$ cat src/rtl/dec_sel_sequencer.sv
// Select sequencer for the 2-to-4 decoder: steps {a,b} through all four codes with a programmable dwell.
// Define SEL_GRAY_EN for Gray sweep order (00,01,11,10); default is binary order.
module dec_sel_sequencer #(
  parameter int DW_W = 16
) (
  input  logic            clk_i,
  input  logic            rst_ni,
  input  logic            start_i,
  input  logic            stop_i,
  input  logic            mode_cont_i,
  input  logic [DW_W-1:0] dwell_i,
  output logic            a_o,
  output logic            b_o,
  output logic            sel_valid_o,
  output logic            step_pulse_o,
  output logic            done_o,
  output logic            busy_o
);

  typedef enum logic [1:0] {S_IDLE, S_RUN, S_DONE} state_e;

`ifdef SEL_GRAY_EN
  localparam logic [1:0] LAST_CODE = 2'b10;
  function automatic logic [1:0] next_code(input logic [1:0] s);
    case (s)
      2'b00:   next_code = 2'b01;
      2'b01:   next_code = 2'b11;
      2'b11:   next_code = 2'b10;
      default: next_code = 2'b00;
    endcase
  endfunction
`else
  localparam logic [1:0] LAST_CODE = 2'b11;
  function automatic logic [1:0] next_code(input logic [1:0] s);
    next_code = s + 2'b01;
  endfunction
`endif

  state_e          state_q, state_d;
  logic [1:0]      sel_q, sel_d;
  logic [DW_W-1:0] cnt_q, cnt_d;
  logic [DW_W-1:0] rld_q, rld_d;   // dw_lat-1, reloaded on every code change
  logic            cont_q, cont_d;
  logic            valid_q, valid_d;
  logic            step_q, step_d;
  logic            done_q, done_d;
  logic            busy_q, busy_d;

  always_ff @(posedge clk_i or negedge rst_ni) begin
    if (!rst_ni) begin
      state_q <= S_IDLE;
      sel_q   <= 2'b00;
      cnt_q   <= '0;
      rld_q   <= '0;
      cont_q  <= 1'b0;
      valid_q <= 1'b0;
      step_q  <= 1'b0;
      done_q  <= 1'b0;
      busy_q  <= 1'b0;
    end else begin
      state_q <= state_d;
      sel_q   <= sel_d;
      cnt_q   <= cnt_d;
      rld_q   <= rld_d;
      cont_q  <= cont_d;
      valid_q <= valid_d;
      step_q  <= step_d;
      done_q  <= done_d;
      busy_q  <= busy_d;
    end
  end

  // stop has priority over start and over the dwell-expiry step
  always_comb begin
    state_d = state_q;
    sel_d   = sel_q;
    cnt_d   = cnt_q;
    rld_d   = rld_q;
    cont_d  = cont_q;
    if (stop_i) begin
      state_d = S_IDLE;
      sel_d   = 2'b00;
      cnt_d   = '0;
    end else begin
      case (state_q)
        S_IDLE: if (start_i) begin
          state_d = S_RUN;
          sel_d   = 2'b00;
          rld_d   = (dwell_i == '0) ? '0 : dwell_i - 1'b1;
          cnt_d   = (dwell_i == '0) ? '0 : dwell_i - 1'b1;
          cont_d  = mode_cont_i;
        end
        S_RUN: begin
          if (cnt_q != '0) begin
            cnt_d = cnt_q - 1'b1;
          end else if (sel_q != LAST_CODE || cont_q) begin
            sel_d = next_code(sel_q);
            cnt_d = rld_q;
          end else begin
            state_d = S_DONE;
            sel_d   = 2'b00;
          end
        end
        default: begin
          state_d = S_IDLE;
          sel_d   = 2'b00;
        end
      endcase
    end
  end

  // Outputs are decoded from the next state so they land in flops alongside it
  always_comb begin
    valid_d = (state_d == S_RUN);
    busy_d  = (state_d != S_IDLE);
    done_d  = (state_d == S_DONE);
    step_d  = (state_q == S_RUN) && (state_d == S_RUN) && (sel_d != sel_q);
  end

  assign a_o          = sel_q[1];
  assign b_o          = sel_q[0];
  assign sel_valid_o  = valid_q;
  assign step_pulse_o = step_q;
  assign done_o       = done_q;
  assign busy_o       = busy_q;

endmodule

$ cat config.mk
export PLATFORM = sky130hd
export DESIGN_NAME = dec_sel_sequencer
export DESIGN_NICKNAME = d
export VERILOG_FILES = /design/src/rtl/dec_sel_sequencer.sv
export SDC_FILE = /design/constraint.sdc
export NUM_CORES = 1
export LEC_CHECK = 0
export CORE_UTILIZATION = 37
export CTS_CLUSTER_DIAMETER = 100
export DETAILED_ROUTE_END_ITERATION = 8
export GPL_TIMING_DRIVEN = 1
export PLACE_DENSITY = 0.62
export SLEW_MARGIN = 15
export SYNTH_ARGS = -nofsm -noshare
export SYNTH_HDL_FRONTEND = slang
export SYNTH_SLANG_ARGS = --single-unit
$ cat constraint.sdc
create_clock -name clk_i -period 2.68 [get_ports clk_i]
set_input_delay 0.67 -clock clk_i [delete_from_list [all_inputs] [get_ports clk_i]]
set_output_delay 0.67 -clock clk_i [all_outputs]
set_load 0.05 [all_outputs]
## Word level (Yosys, flattened, before mapping)

Cells that the tools add are included.

- Bits of input ports: 21
- Logic and storage cells: 46
- Register bits: 41
- Output and inout port bits: 6

- Reductions and logical operators: 10
- Bitwise gates (word level): 1
- Equal/unequal tests: 7
- Add/subtract/negate cells: 3
- Mux-type cells: 16

Operator list:

| operator | count |
|---|---|
| $mux 16 | 5 |
| $pmux 16 s2 | 1 |
| $sub 16x1->16 const B | 2 |
| $logic_not 16->1 | 1 |
| $mux 2 | 8 |
| $reduce_bool 16->1 | 1 |
| $pmux 2 s2 | 2 |
| $reduce_and 3->1 | 2 |
| $eq 2x1->1 const B | 2 |
| $ne 4x4->1 const B | 1 |
| $ne 3x3->1 const B | 1 |
| $reduce_bool 3->1 | 1 |
| $add 2x1->2 const B | 1 |
| $eq 2x2->1 const B | 1 |
| $logic_and 1x1->1 | 2 |
| $logic_not 2->1 | 1 |
| $ne 2x2->1 | 1 |
| $ne 2x2->1 const B | 1 |
| $reduce_bool 2->1 | 1 |
| $logic_or 1x1->1 | 1 |
| $not 1->1 | 1 |

## Logic depth before layout (Yosys ltp)

Gate-level depths: netlist (run 1).

- Depth in word-level cells: 9
- Mapped depth: 9
- Depth with buffers taken out: 7

## Worst setup path after synthesis (run 1)

No wires, ideal clock.

- Path kind: input-to-reg
- From: input dwell_i[0]
- To: register cnt_q[14]
- Cell stages on the path: 7
- Arrival: 2098 ps
- Setup slack: 516 ps
- Setup time: 67 ps
- Cells stage by stage: inv_1 ha_1 nor3b_2 nand4_1 or4_1 a21oi_1 a221o_1

- Longest elaborated chain between the ends: 5

Ends and longest elaborated chain:

| what | line | text |
|---|---|---|
| start: declaration | 11 | `input logic [DW_W-1:0] dwell_i,` |
| $sub 16x1->16 / $logic_not 16->1 (equally long branches) | 90 | `cnt_d = (dwell_i == '0) ? '0 : dwell_i - 1'b1;` |
| $mux 16 (*) | 90 |  |
| $mux 16 (*) | 86 | `S_IDLE: if (start_i) begin` |
| $pmux 16 s2 (*) | 85 | `case (state_q)` |
| $mux 16 (*) | 80 | `if (stop_i) begin` |
| end signal: assignment | 63 | `cnt_q <= cnt_d;` |
| end: declaration | 41 | `logic [DW_W-1:0] cnt_q, cnt_d;` |

Every way passes the cells marked *; elsewhere a longest branch is shown, timed or not. The select of a mux whose other input is x is not followed.
A chain may end at the register's enable or synchronous reset.

## Worst setup path in the final report (run 1)

- From: register cnt_q[0]
- To: register cnt_q[1]

- Longest elaborated chain between the ends: 4

Ends and longest elaborated chain:

| what | line | text |
|---|---|---|
| $sub 16x1->16 / $reduce_bool 16->1 (equally long branches) | 95, 94 |  |
| $mux 16 | 94 | `if (cnt_q != '0) begin` |
| $pmux 16 s2 | 85 |  |
| $mux 16 | 80 |  |

Parallel ways exist; a longest one is shown, timed or not.

==> results of run 1 <==
cell type report:
class                   count  area, µm²  share of cell area (%)
multi-input cells         235       1540                   47.55
inverters                   7      26.28                  0.8111
clock buffers               5      68.82                   2.124
well taps                  96      120.1                   3.708
flip-flops and latches     41       1026                   31.67
repair buffers             49      440.4                   13.60
clock inverters             3      17.52                  0.5407
report_power, final:
part	internal (mW)	switching (mW)	leakage, nW
sequential	0.692	0.0745	0.530
clock	0.180	0.226	0.0439
combinational	0.219	0.249	0.821
total	1.09	0.550	1.39
synthesized netlist by cell type, drive strengths merged (2+ instances only):
cell	n
dfrtp	41
nand2	36
nor2	25
o21ai	21
nor3	17
nand3	13
a21oi	11
xor2	11
buf	8
xnor2	8
inv	7
nand2b	7
nand4	7
nor4	7
a21o	6
ha	5
o211ai	5
a221o	4
a22o	4
clkbuf	4
nor3b	4
a22oi	3
mux2	3
mux2i	3
nor4b	3
o31a	3
a31oi	2
a32o	2
and3	2
and4	2
nand3b	2
nand4b	2
nor2b	2
o21a	2
o31ai	2
or3	2
or4	2
sequential cells by signal, summed over array words and instances (netlist names), 2 cells and up:
name,count
sel_q,2
cnt_q,16
state_q,2
rld_q,16
critical path: cells and delay by family (launching register included):
kind,cells,cell delay [ps]
adders and majority gates,1,180
buffers and inverters,1,100
AOI/OAI and AO/OA,3,940
and+or+nand+nor,2,560
DFF,1,430
routing by layer:
layer,routed length (µm),GRT usage (%),vias up,share of wire (%)
met5,0,0,-,0
met4,60,5.000,0,0.92
met3,224,2.095,6,3.4
met2,3135,32.54,47,48
met1,3137,27.21,1144,48
li1,-,-,1169,-
final timing paths:
check | end | slack [ps] | cells past startpoint
worst max-delay path | cnt_q[1]$_DFFE_PN0P_ | 360 | 7
worst min-delay path | cnt_q[15]$_DFFE_PN0P_ | 330 | 1
worst max register to register | cnt_q[1]$_DFFE_PN0P_ | 360 | 7
worst min register to register | rld_q[5]$_DFFE_PN0P_ | 470 | 2
max in group asynchronous | rld_q[8]$_DFFE_PN0P_ | 1700 | 2
min in group clk_i | rld_q[5]$_DFFE_PN0P_ | 470 | 2
through the flow:
stage	setup slack [ps]	instance area (µm²)	cells	total power, mW
global placement	141.7	3153	428	1.240
CTS	381.9	3239	436	1.655
detailed placement	101.5	3153	428	1.246
floorplan	515.7	2659	295	1.080
finish	363.9	3239	436	1.641
global route	190.1	3239	436	1.746
kinds of logic after synthesis:
group / after synthesis / synth area share (%)
AND/OR/NAND/NOR: 135 / 28.52
buffers and inverters: 19 / 3.482
XOR/XNOR: 19 / 6.259
AO/OA/AOI/OAI: 70 / 18.40
multiplexers: 6 / 2.400
adder cells (fa/ha/maj): 5 / 2.353
flip-flops: 41 / 38.59
==> insert_results.sql, run 1 <==
INSERT INTO impl_metrics (metric_group, metric, value, unit) VALUES
('synthesis', 'synth_flop_cell', 'sky130_fd_sc_hd__dfrtp_1', ''),
('finish', 'num-fill-cells', '671', ''),
('synthesis', 'synth.cell_area', '2659', 'µm²'),
('synthesis', 'post_synth_inst_count', '295', ''),
('finish', 'num-nets-final', '365', ''),
('worst_setup_path', 'cp_cell_sequence', 'inv_1 -> ha_1 -> nor4b_2 -> nand4_2 -> o21ai_1 -> o21ai_0 -> a22o_1', ''),
('global_routing', 'number_of_antenna_violations_at_the_first_check_in_global_routing', '0', ''),
('finish', 'drive_above_1_share', '12.94', '%'),
('route', 'detailroute.via_count', '2366', ''),
('clock_network', 'post-cts-setup-buffer-count', '0', ''),
('clock_network', 'cts_made_buffers', '5', ''),
('global_routing', 'first_global_vias', '2297', ''),
('route', 'detail_route.vias_per_cell', '5.427', ''),
('clock_network', 'htreeDepth', '2', ''),
('floorplan', 'core_area', '6869', 'µm²'),
('clock_network', 'clock_path_buffers', '2', ''),
('clock_network', 'cts-root-buf', 'sky130_fd_sc_hd__clkbuf_8', ''),
('sta', 'maxSlewHeadroom', '63.55', '%'),
('worst_setup_path', 'path_max_fanout', '8', ''),
('hold_path', 'timing.hold.worst.class', 'primary input to async pin', ''),
('floorplan', 'i_o_pins', '27', ''),
('floorplan', 'die_x', '86.77', 'µm'),
('global_routing', 'groute.usage.overall', '19.57', '%'),
('clock_network', 'cts.sink_count', '41', ''),
('synthesis', 'yosys_synthesis_warning_count', '0', ''),
('worst_setup_path', 'arrival', '2510', 'ps'),
('route', 'routed_wire_length', '6.557', 'mm'),
('finish', 'layout.core_utilization', '47.16', '%'),
('synthesis', 'yosysTopAreaCell', 'sky130_fd_sc_hd__dfrtp_1', ''),
('route', 'ant_nets', '0', ''),
('worst_setup_path', 'critical-path-slowest-cell', 'sky130_fd_sc_hd__o21ai_1', ''),
('clock_network', 'clk_transition_reported_paths', '90', 'ps'),
('synthesis', 'post_synthesis_async_set_or_reset_flop_share', '100.0', '%'),
('sta', 'timing.final.setup_violations', '0', ''),
('place', 'gp_congestion', '0.8970', ''),
('worst_setup_path', 'critPathKind', 'register to register', ''),
('synthesis', 'synth_top_area_share', '38.59', '%'),
('synthesis', 'ys_seq_elements', '41', ''),
('sta', 'worstMarginPinSlew', '546.7', 'ps'),
('finish', 'layout.cells.most_common', 'sky130_fd_sc_hd__dfrtp_1', ''),
('run_status', 'run_status', 'completed', ''),
('sta', 'finalCriticalPeriod', '2316', 'ps'),
('synthesis', 'ys_top_cells_by_area', 'sky130_fd_sc_hd__dfrtp_1, sky130_fd_sc_hd__nand2_1, sky130_fd_sc_hd__xor2_1', ''),
('worst_setup_path', 'worst_r2r_startpoint', 'cnt_q[0]$_DFFE_PN0P_', ''),
('power_and_ir_drop', 'power_per_cell_area', '506.5', 'nW/µm²'),
('finish', 'num_antenna_cells', '0', ''),
('global_routing', 'grt_start_max_net_pins', '23', ''),
('synthesis', 'number_of_enable_type_register_cells_in_the_synthesized_netlist', '0', ''),
('synthesis', 'avgSynthCellArea', '9.013', 'µm²'),
('route', 'detailed_route_iter0_violations', '152', ''),
('clock_network', 'post_cts_resized', '0', ''),
('sta', 'unrepaired_setup_endpoints_after_global_routing', 'no', ''),
('sta', 'min_period_over_period', '86.42', '%'),
('sta', 'fin_skew', '7.460', 'ps'),
('power_and_ir_drop', 'leakagePower', '1.394', 'nW'),
('synthesis', 'ys_types', '55', ''),
('global_routing', 'gr_ovfl_total', '0', ''),
('sta', 'timing.setup.tns', '0', 'ps'),
('synthesis', 'syn_nets', '321', ''),
('global_routing', 'wire_length_of_the_first_global_routing_pass', '11.45', 'mm'),
('power_and_ir_drop', 'max-vdd-ir-drop', '0.2105', 'mV'),
('finish', 'area_growth_syn_to_layout', '21.84', '%'),
('sta', 'max_freq', '431.8', 'MHz'),
('clock_network', 'cts.hold.buffers_added', '0', ''),
('floorplan', 'initial_core_util', '38.71', '%'),
('route', 'detailedRoute.firstPassIterationCount', '4', ''),
('finish', 'layout.cells.most_common_list', 'sky130_fd_sc_hd__dfrtp_1, sky130_fd_sc_hd__nand2_1, sky130_fd_sc_hd__nor2_1, sky130_fd_sc_hd__clkdlybuf4s50_1, sky130_fd_sc_hd__buf_4', ''),
('floorplan', 'dieArea', '7529', 'µm²'),
('floorplan', 'std_cell_rows', '30', ''),
('route', 'drcViolationCount', '0', ''),
('place', 'io_buffers', '26', '');
Power figures use the tool's default switching activity.
==> run 2: changes to the inputs <==
--- a/config.mk
+++ b/config.mk
@@ -6,9 +6,10 @@
 export NUM_CORES = 1
 export LEC_CHECK = 0
+export ABC_AREA = 1
 export CORE_UTILIZATION = 37
 export CTS_CLUSTER_DIAMETER = 100
 export DETAILED_ROUTE_END_ITERATION = 8
 export GPL_TIMING_DRIVEN = 1
-export PLACE_DENSITY = 0.62
+export PLACE_DENSITY = 0.64
 export SLEW_MARGIN = 15
 export SYNTH_ARGS = -nofsm -noshare
==> constraint.sdc (replaced) <==
create_clock -name clk_i -period 2.09 [get_ports clk_i]
set_input_delay 0.209 -clock clk_i [delete_from_list [all_inputs] [get_ports clk_i]]
set_output_delay 0.209 -clock clk_i [all_outputs]
set_load 0.05 [all_outputs]
==> run 2 against run 1 <==
Compared with the run above: combinational power up 79%; maximum frequency up 24%; utilization down 1.4 points; sequential share of layout area down 0.89 points; global-route usage down 0.96 points; via count up 12%; clock power up 33%; worst hold slack worse by 10 ps; critical path type unchanged; critical endpoint is now cnt_q[3]$_DFFE_PN0P_.
==> insert_results.sql, run 2 <==
INSERT INTO impl_metrics (metric_group, metric, value, unit) VALUES
('floorplan', 'dieArea', '7909', 'µm²'),
('finish', 'num-nets-final', '461', ''),
('sta', 'maxSlewHeadroom', '67.19', '%'),
('power_and_ir_drop', 'power_per_cell_area', '715.3', 'nW/µm²'),
('sta', 'final_hold_viol_count', '0', ''),
('sta', 'fin_skew', '9.812', 'ps'),
('worst_setup_path', 'timing.critical_path.from_type', 'register', ''),
('power_and_ir_drop', 'swShare', '37.23', '%'),
('route', 'drcViolationCount', '0', ''),
('clock_network', 'cts_tree', 'yes', ''),
('global_routing', 'grt_start_max_net_pins', '36', ''),
('synthesis', 'yosys.cell_count.top_type', 'sky130_fd_sc_hd__nand2_1', ''),
('floorplan', 'std_cell_rows', '31', ''),
('synthesis', 'post_synthesis_async_set_or_reset_flop_share', '100.0', '%'),
('worst_setup_path', 'cp-end-kind', 'register', ''),
('route', 'ant_nets', '0', ''),
('run', 'cap_violations', '0', ''),
('route', 'detailed_route_iter0_violations', '170', ''),
('synthesis', 'synth.cell_area', '2796', 'µm²'),
('route', 'detail_route.vias_per_cell', '4.935', ''),
('finish', 'num_antenna_cells', '0', ''),
('clock_network', 'clock_insertion_delay_worst_skew', '300', 'ps'),
('power_and_ir_drop', 'fin_total_pwr', '2.384', 'mW'),
('route', 'wl_per_cell', '12.31', 'µm'),
('clock_network', 'cts-root-buf', 'sky130_fd_sc_hd__clkbuf_8', ''),
('route', 'routed_wire_length', '6.584', 'mm'),
('synthesis', 'ys_seq_elements', '41', ''),
('power_and_ir_drop', 'share_clk_of_total_power', '22.7', '%'),
('route', 'detailroute.via_count', '2640', ''),
('floorplan', 'initial_core_util', '38.35', '%'),
('synthesis', 'synth_flop_cell', 'sky130_fd_sc_hd__dfrtp_1', ''),
('floorplan', 'die_x', '88.94', 'µm'),
('place', 'io_buffers', '26', ''),
('worst_setup_path', 'cp_data_required_time', '2270', 'ps'),
('worst_setup_path', 'arrival', '2050', 'ps'),
('synthesis', 'ys_types', '37', ''),
('power_and_ir_drop', 'total_switching_power', '0.8876', 'mW'),
('power_and_ir_drop', 'max-vdd-ir-drop', '0.2507', 'mV'),
('synthesis', 'syn_nets', '425', ''),
('route', 'detailedRoute.firstPassIterationCount', '5', ''),
('synthesis', 'yosys_synthesis_warning_count', '0', ''),
('finish', 'layout.cells.most_common_list', 'sky130_fd_sc_hd__nand2_1, sky130_fd_sc_hd__nor2_1, sky130_fd_sc_hd__dfrtp_1, sky130_fd_sc_hd__nand3_1, sky130_fd_sc_hd__inv_1', ''),
('worst_setup_path', 'startpoint', 'cnt_q[0]$_DFFE_PN0P_', ''),
('power_and_ir_drop', 'cell_internal_pwr', '1.497', 'mW'),
('floorplan', 'core_area', '7292', 'µm²'),
('sta', 'worstMarginPinSlew', '490.6', 'ps'),
('worst_setup_path', 'reg2reg_depth', '12', ''),
('synthesis', 'avgSynthCellArea', '7.009', 'µm²'),
('synthesis', 'portion_of_the_post_synthesis_area_used_by_sequential_elements', '36.69', '%'),
('sta', 'timing.setup.tns', '0', 'ps'),
('place', 'gp_congestion', '0.9433', ''),
('synthesis', 'netlist_top_cells_count', 'sky130_fd_sc_hd__nand2_1, sky130_fd_sc_hd__nor2_1, sky130_fd_sc_hd__dfrtp_1', ''),
('clock_network', 'clock_path_buffers', '2', ''),
('synthesis', 'number_of_enable_type_register_cells_in_the_synthesized_netlist', '0', ''),
('clock_network', 'clk_transition_reported_paths', '80', 'ps'),
('global_routing', 'number_of_antenna_violations_at_the_first_check_in_global_routing', '0', ''),
('place', 'dp.final_hpwl', '4.914', 'mm'),
('synthesis', 'synth_top_area_share', '36.69', '%'),
('synthesis', 'post_synth_inst_count', '399', ''),
('run_status', 'run_status', 'completed', ''),
('sta', 'max_freq', '534.8', 'MHz'),
('global_routing', 'gr_ovfl_total', '0', ''),
('power_and_ir_drop', 'power.sequential.fraction', '42.1', '%'),
('worst_setup_path', 'path_max_fanout', '17', ''),
('global_routing', 'groute.usage.overall', '18.61', '%'),
('sta', 'final_max_slew_viol_count', '0', ''),
('global_routing', 'wire_length_of_the_first_global_routing_pass', '11.28', 'mm'),
('clock_network', 'htreeDepth', '2', ''),
('sta', 'min_period_over_period', '89.47', '%'),
('global_routing', 'first_global_vias', '2427', ''),
('sta', 'timing.final.setup_violations', '0', ''),
('synthesis', 'yosysTopAreaCell', 'sky130_fd_sc_hd__dfrtp_1', ''),
('finish', 'layout_top_registers', 'cnt_q x16, rld_q x16', ''),
('floorplan', 'i_o_pins', '27', ''),
('hold_path', 'timing.hold.worst.class', 'primary input to async pin', ''),
('clock_network', 'cts_made_buffers', '5', ''),
('sta', 'finalCriticalPeriod', '1870', 'ps'),
('power_and_ir_drop', 'combinationalPowerShare', '35.2', '%'),
('finish', 'layout.cells.most_common', 'sky130_fd_sc_hd__nand2_1', ''),
('floorplan', 'fp.dieH', '88.94', 'µm'),
('clock_network', 'cts.sink_count', '41', ''),
('finish', 'area_growth_syn_to_layout', '19.19', '%'),
('worst_setup_path', 'critPathKind', 'register to register', ''),
('synthesis', 'ys_top_cells_by_area', 'sky130_fd_sc_hd__dfrtp_1, sky130_fd_sc_hd__nand2_1, sky130_fd_sc_hd__nand3_1', ''),
('finish', 'drive_above_1_share', '13.76', '%'),
('worst_setup_path', 'worst_r2r_startpoint', 'cnt_q[0]$_DFFE_PN0P_', ''),
('power_and_ir_drop', 'leakagePower', '1.630', 'nW');
## run 2: worst paths after layout
check                                   endpoint  slack, ps
hold reg to reg             cnt_q[1]$_DFFE_PN0P_        490
hold / removal                cont_q$_DFFE_PN0P_        320
min in group clk_i          cnt_q[1]$_DFFE_PN0P_        490
setup reg to reg            cnt_q[3]$_DFFE_PN0P_        220
max in group asynchronous  rld_q[11]$_DFFE_PN0P_       1250
setup / recovery            cnt_q[3]$_DFFE_PN0P_        220
## run 2: power groups by stage
stage               clock network, mW  logic [mW]  registers (mW)
floorplan                           0       0.581            1.01
global placement                    0       0.822            1.01
detailed placement                  0       0.822            1.02
CTS                             0.566       0.828            1.00
global route                    0.607       0.953            1.02
finish                          0.541       0.840            1.00
## run 2: logic make-up (layout without fill, tap and decap cells)
kind of cell    count (synthesis)  after routing  synth area share (%)
fa+ha+maj                       5              5                 2.237
xor+xnor                       10             10                 3.132
simple gates                  239            239                 38.79
buf+inv                        47             84                 7.204
compound gates                 57             57                 11.95
flops                          41             41                 36.69
## run 2: area by class of cell
class | count | area [µm²]
Clock buffer | 6 | 82.58
Sequential cell | 41 | 1026
Clock inverter | 2 | 13.76
Inverter | 37 | 138.9
Multi-Input combinational cell | 311 | 1580
Timing Repair Buffer | 39 | 367.9
Tap cell | 99 | 123.9
Fill cell | 787 | 3959
## run 2: what timing repair did
action | in CTS | in global routing
buffers inserted | 0 | 2
hold buffers | 1 | 0
gates resized for setup | 0 | 2
endpoints found under the setup margin | 0 | 14
endpoints found under the hold margin | 11 | 0
## run 2: critical path, cell delays in order (launching register included)
cell and delay (ps):
sky130_fd_sc_hd__dfrtp_1 410, sky130_fd_sc_hd__inv_1 90, sky130_fd_sc_hd__ha_1 180, sky130_fd_sc_hd__inv_1 60, sky130_fd_sc_hd__nor2_1 80, sky130_fd_sc_hd__nand2_1 60
sky130_fd_sc_hd__nor2_2 110, sky130_fd_sc_hd__nand2_2 110, sky130_fd_sc_hd__o211ai_4 200, sky130_fd_sc_hd__nand2_2 60, sky130_fd_sc_hd__buf_4 210, sky130_fd_sc_hd__o21ai_0 90
sky130_fd_sc_hd__o21ai_0 90
## run 2: stage by stage
step	std cells	instance area (µm²)	hold WS [ps]	setup slack, ps	util (%)
2_1_floorplan	399	2796	-86.59	380.1	-
3_3_place_gp	524	3201	112.3	110.2	43.89
3_5_place_dp	524	3201	111.7	57.60	43.89
4_1_cts	533	3307	322.3	154.5	45.35
5_1_grt	535	3333	345.0	-3.016	45.71
6_report	535	3333	316.2	220.0	45.71
## run 2: per-layer routing
metal  up-vias  wire length (µm)  GRT usage (%)
li1       1368                 -              -
met1      1192              3156          25.43
met2        76              2953          30.70
met3         4               419          3.232
met4         0                55          4.762
met5         -                 0              0
